**src/rtl/timer_ctrl.sv**
```systemverilog
// Memory-mapped prescaled down-counting timer with one-shot / auto-reload modes,
// a sticky write-1-to-clear expiry flag and a level interrupt.
module timer_ctrl #(
    parameter int CNT_W   = 32,
    parameter int PRESC_W = 8
) (
    input  logic        clk,
    input  logic        reset_n,
    input  logic        cs_timer_n,
    input  logic        mem_write,
    input  logic [3:0]  addr,
    input  logic [31:0] write_data,
    output logic [31:0] read_data_timer,
    output logic        timer_irq
);

    localparam logic [1:0] REG_CTRL   = 2'd0;
    localparam logic [1:0] REG_LOAD   = 2'd1;
    localparam logic [1:0] REG_COUNT  = 2'd2;
    localparam logic [1:0] REG_STATUS = 2'd3;

    localparam logic [CNT_W-1:0]   CNT_ONE   = {{(CNT_W-1){1'b0}}, 1'b1};
    localparam logic [PRESC_W-1:0] PRESC_ONE = {{(PRESC_W-1){1'b0}}, 1'b1};

    // Architectural state
    logic               ctrl_en;
    logic               ctrl_auto_reload;
    logic               ctrl_irq_en;
    logic [PRESC_W-1:0] ctrl_prescale;
    logic [CNT_W-1:0]   load_q;
    logic [CNT_W-1:0]   count_q;
    logic               expired_q;
    logic [PRESC_W-1:0] psc_q;

    // Bus decode
    logic [1:0]         reg_sel;
    logic               bus_wr;
    logic               wr_ctrl;
    logic               wr_load;
    logic               wr_count;
    logic               wr_status;
    logic [PRESC_W-1:0] wr_prescale;

    // Byte lanes within a word are not decoded; full-word accesses only.
    logic               unused_addr_bits;

    assign unused_addr_bits = ^addr[1:0];

    assign reg_sel     = addr[3:2];
    assign bus_wr      = !cs_timer_n && mem_write;
    assign wr_ctrl     = bus_wr && (reg_sel == REG_CTRL);
    assign wr_load     = bus_wr && (reg_sel == REG_LOAD);
    assign wr_count    = bus_wr && (reg_sel == REG_COUNT);
    assign wr_status   = bus_wr && (reg_sel == REG_STATUS);
    assign wr_prescale = write_data[8 +: PRESC_W];

    // Tick and expiry qualification
    logic tick;
    logic count_zero;
    logic expire;
    logic psc_restart;

    assign tick       = ctrl_en && (psc_q == ctrl_prescale);
    assign count_zero = (count_q == '0);
    // A COUNT store consumes the tick, so a concurrent store suppresses expiry.
    assign expire     = tick && count_zero && !wr_count;

    // Changing the divide ratio or disabling restarts the prescaler phase.
    assign psc_restart = wr_ctrl && ((wr_prescale != ctrl_prescale) || !write_data[0]);

    // NOTE: reset is sampled on the clock edge (synchronous), so reset_n is not
    // in the sensitivity list and every state register is cleared inside the block.
    always_ff @(posedge clk) begin
        if (!reset_n) begin
            psc_q <= '0;
        end else if (!ctrl_en || tick || psc_restart) begin
            psc_q <= '0;
        end else begin
            psc_q <= psc_q + PRESC_ONE;
        end
    end

    // NOTE: non-blocking assignments only in sequential logic; when two
    // assignments to one register fire in the same edge, the later one wins,
    // which is how the one-shot clear of EN overrides a CTRL store below.
    always_ff @(posedge clk) begin
        if (!reset_n) begin
            ctrl_en          <= 1'b0;
            ctrl_auto_reload <= 1'b0;
            ctrl_irq_en      <= 1'b0;
            ctrl_prescale    <= '0;
        end else begin
            if (wr_ctrl) begin
                ctrl_en          <= write_data[0];
                ctrl_auto_reload <= write_data[1];
                ctrl_irq_en      <= write_data[2];
                ctrl_prescale    <= wr_prescale;
            end
            if (expire && !ctrl_auto_reload) begin
                ctrl_en <= 1'b0;
            end
        end
    end

    always_ff @(posedge clk) begin
        if (!reset_n) begin
            load_q <= '0;
        end else if (wr_load) begin
            load_q <= write_data[CNT_W-1:0];
        end
    end

    // Reload samples load_q before a concurrent LOAD store lands.
    always_ff @(posedge clk) begin
        if (!reset_n) begin
            count_q <= '0;
        end else if (wr_count) begin
            count_q <= write_data[CNT_W-1:0];
        end else if (tick) begin
            if (!count_zero) begin
                count_q <= count_q - CNT_ONE;
            end else if (ctrl_auto_reload) begin
                count_q <= load_q;
            end
        end
    end

    // Hardware set has priority over software write-1-to-clear.
    always_ff @(posedge clk) begin
        if (!reset_n) begin
            expired_q <= 1'b0;
        end else if (expire) begin
            expired_q <= 1'b1;
        end else if (wr_status && write_data[0]) begin
            expired_q <= 1'b0;
        end
    end

    // NOTE: the read mux defaults to zero before the case so no path leaves the
    // output unassigned, which would otherwise infer a latch.
    always_comb begin
        read_data_timer = '0;
        if (!cs_timer_n) begin
            case (reg_sel)
                REG_CTRL: begin
                    read_data_timer[0]             = ctrl_en;
                    read_data_timer[1]             = ctrl_auto_reload;
                    read_data_timer[2]             = ctrl_irq_en;
                    read_data_timer[8 +: PRESC_W]  = ctrl_prescale;
                end
                REG_LOAD:   read_data_timer[CNT_W-1:0] = load_q;
                REG_COUNT:  read_data_timer[CNT_W-1:0] = count_q;
                REG_STATUS: read_data_timer[0]         = expired_q;
                default:    read_data_timer            = '0;
            endcase
        end
    end

    assign timer_irq = expired_q && ctrl_irq_en;

endmodule
```
**config.mk**
```make
export PLATFORM = sky130hd
export DESIGN_NAME = timer_ctrl
export DESIGN_NICKNAME = d
export VERILOG_FILES = /design/src/rtl/timer_ctrl.sv
export SDC_FILE = /design/constraint.sdc
export NUM_CORES = 1
export LEC_CHECK = 0
export ABC_CLOCK_PERIOD_IN_PS = 2200
export CAP_MARGIN = 20
export CORE_AREA = 10 10 127 129
export CTS_BUF_LIST = sky130_fd_sc_hd__clkbuf_16
export CTS_CLUSTER_DIAMETER = 100
export DETAILED_ROUTE_END_ITERATION = 16
export DIE_AREA = 0 0 137 139
export PLACE_DENSITY = 0.62
export SYNTH_ARGS = -nofsm -noshare
export SYNTH_HDL_FRONTEND = slang
export SYNTH_SLANG_ARGS = --single-unit
```
**constraint.sdc**
```tcl
create_clock -name clk -period 2.2 [get_ports clk]
set_input_delay 0.55 -clock clk [delete_from_list [all_inputs] [get_ports clk]]
set_output_delay 0.55 -clock clk [all_outputs]
set_load 0.005 [all_outputs]
```
==> metrics.txt <==
outcome=finished, violations left; violated checks=negative setup slack; Post-synth ARST share=0%; met1 wire length=a little under 9000 µm; max-slew violation count=0; min-delay src=load_q[30]; routed length per instance=about 20 µm; WHS Endpoint=load_q[30]; Detail Route Antenna Nets=0; Antenna Cells=0; Worst slew margin=between 70% and 80%; GRT Overall Usage=approximately 22%; ys flop type=dfxtp_1; core area=roughly 14,000 µm²; Clock Pin Slew Worst Setup and Hold Paths=around 0.060 ns; Mapped Cells=695; vias per cell=roughly 5.9; uppermost layer routed=met4; dpl ws=-0.8971 ns; syn avg cell area=between 7 and 8 µm²; CTS buffer count=9; Pre-antenna DRT Iters=8; die area=roughly 19,000 µm²; number of distinct library cells after synthesis=76; worst setup slack after layout=-0.07971 ns; Final Skew=0.01168 ns; PD cells=around 660 nW/µm²; area occupied by multi-input gates=around 3600 µm²; clock buffer depth=2; grt ovf=0; Reg area=1684 µm²; RR Startpoint=count_q[0]; Final Cycle Share=103.6%; initial antenna violation count=0; crit end category=flop; Syn Nets=approximately 740; share of cells above drive strength 1=34.10%; Reg2Reg Depth=10; Buffers on Ports=70; VDD IR max=~0.50 mV; Worst EP arrival=~2.6 ns; first-pass GRT wire length=33,510 µm; WS Path Type=reg -> reg; Leakage=approximately 3.4 nW; CP Data Required Time=around 2.5 ns; Initial Utilization=38.11%; # DRC=0; commonest non-fill, non-tap cell in the layout=buf_4; worst r2r dst=count_q[26]; number of global-route vias before repair=~6,300; HPWL Detailed=14,980 µm; number of synthesized flops with an enable pin=0; fmax=approximately 0.44 GHz; drt first-iter violations=844; Die Ht=around 140 µm; Final Hold Viols=0; number of synthesized register bits=84; Layout Area Growth over Synthesis=55.74%; # rows=43; met2 routed WL=10,950 µm; hold path depth=2; yosys warns=0; Worst-Skew Late Latency=~0.36 ns; largest net degree at the start of global routing=29; Power Total=between 5 and 6 mW; Layout fillers=~1,200; proportion of synthesized chip area in sequential cells=32.29%; Post-CTS Hold Fix Bufs=0; drt total wl=roughly 22,000 µm; RSZ-0062 raised after global routing=true; routability cong.=~0.94; # IOs=73; Max Cap Viol=0; Startpoint Class=flop; Final #Nets=~950; CTS H-Tree Depth=3; Setup-failing EPs final=14; clock tree from TritonCTS=built; Netlist Area Pre-Place=5207 µm²; root buffer cell=clkbuf_16; reg2reg setup slack=-0.08 ns; worst-margin pin slew=0.4407 ns; Hold Crit Class=reg -> reg; CTS sink cnt=84; WL met3=~1600 µm; routed vias=between 6,000 and 7,000; CP Max Fanout=4; fin util=around 59%; chip width=around 140 µm; Final min period=between 2 and 2.5 ns; commonest non-fill, non-tap cells in the layout=buf_4 (152), nand2_1 (118), dfxtp_1 (82)
## flip-flops by register name, indices dropped and copies added, names as in the netlist
signal            cells
ctrl_auto_reload      1
expired_q             1
psc_q                 8
ctrl_irq_en           1
ctrl_en               1
load_q               32
count_q              32
ctrl_prescale         8
## synth_stat cells (7+ instances only)
cell / count / area share, %
nand2_1: 120 / 8.6
dfxtp_1: 84 / 32
nor2_1: 75 / 5.4
a21oi_1: 69 / 6.6
clkbuf_1: 43 / 3.1
o21ai_0: 31 / 3.0
nand3_1: 25 / 2.4
xor2_1: 23 / 3.9
a22oi_1: 21 / 3.0
nor3_1: 15 / 1.4
a222oi_1: 11 / 2.1
ha_1: 9 / 2.2
inv_1: 9 / 0.65
nor4_1: 9 / 1.1
or3_1: 9 / 1.1
and3_1: 7 / 0.84
## per-stage QoR
stage                     setup TNS, ns  hold slack, ns  cell area, µm²  cells
after floorplan                -0.09606          0.4441            5284    695
after global placement           -49.48          0.4627            7259   1047
after detailed placement         -55.92          0.4654            7259   1047
after CTS                       -0.3075          0.4800            7811   1075
after global routing             -1.866          0.5073            8110   1089
final                           -0.5844          0.4792            8110   1089
## routing by layer
metal  GRT usage (%)  vias to the layer above
li1                -                     2948
met1           25.64                     3121
met2           36.21                      315
met3           4.601                       72
met4           9.101                        0
met5               0                        -
## worst max path at each step
| stage | cells after the start | slack, ns | to | start |
|---|---|---|---|---|
| 6_report | 10 | -0.08 | count_q[26] | count_q[0] |
| 5_1_grt | 9 | -0.13 | count_q[18] | count_q[14] |
| 4_1_cts | 8 | -0.10 | read_data_timer[19] | addr[3] |
| 3_5_place_dp | 10 | -0.90 | count_q[27] | addr[2] |
| 3_3_place_gp | 7 | -0.82 | read_data_timer[15] | addr[2] |
| 2_1_floorplan | 10 | -0.04 | count_q[24] | count_q[0] |
## power by group
part | leakage (nW) | switching [mW] | internal [mW]
clock | 0.154 | 0.657 | 0.990
combinational | 2.55 | 1.06 | 1.02
sequential | 0.681 | 0.0429 | 1.57
## critical path, cell delays in order, from the launching register on
cell,delay (ns)
dfxtp_2,0.33
inv_4,0.07
buf_12,0.09
ha_4,0.12
or3b_4,0.40
nor4_4,0.36
buf_4,0.19
nand3_4,0.08
nor4_4,0.31
o211ai_1,0.14
a21oi_1,0.13
## cells by family (layout without fill, tap and decap cells)
logic type	after synthesis	after routing	synth area share [%]
mux	3	3	0.5767
simple gates	305	307	28.69
buf+inv	64	276	5.358
flops	84	84	32.29
compound gates	202	202	26.21
xor+xnor	28	28	4.709
fa+ha+maj	9	9	2.162
## repair_timing
action | 4_1_cts | 5_1_grt
pin swaps | 23 | 39
gates resized for setup | 176 | 64
cloned | 4 | 3
setup endpoints to repair | 74 | 65
buffers inserted | 8 | 13
## final cells by class
type | count | share of cell area (%)
clock buffer | 9 | 2.777
multi-input combinational | 549 | 44.80
inverter | 10 | 0.5862
sequential | 84 | 20.77
timing repair buffer | 250 | 27.15
tap | 180 | 2.777
clock inverter | 7 | 1.142
(Power assumes the default switching activity.)
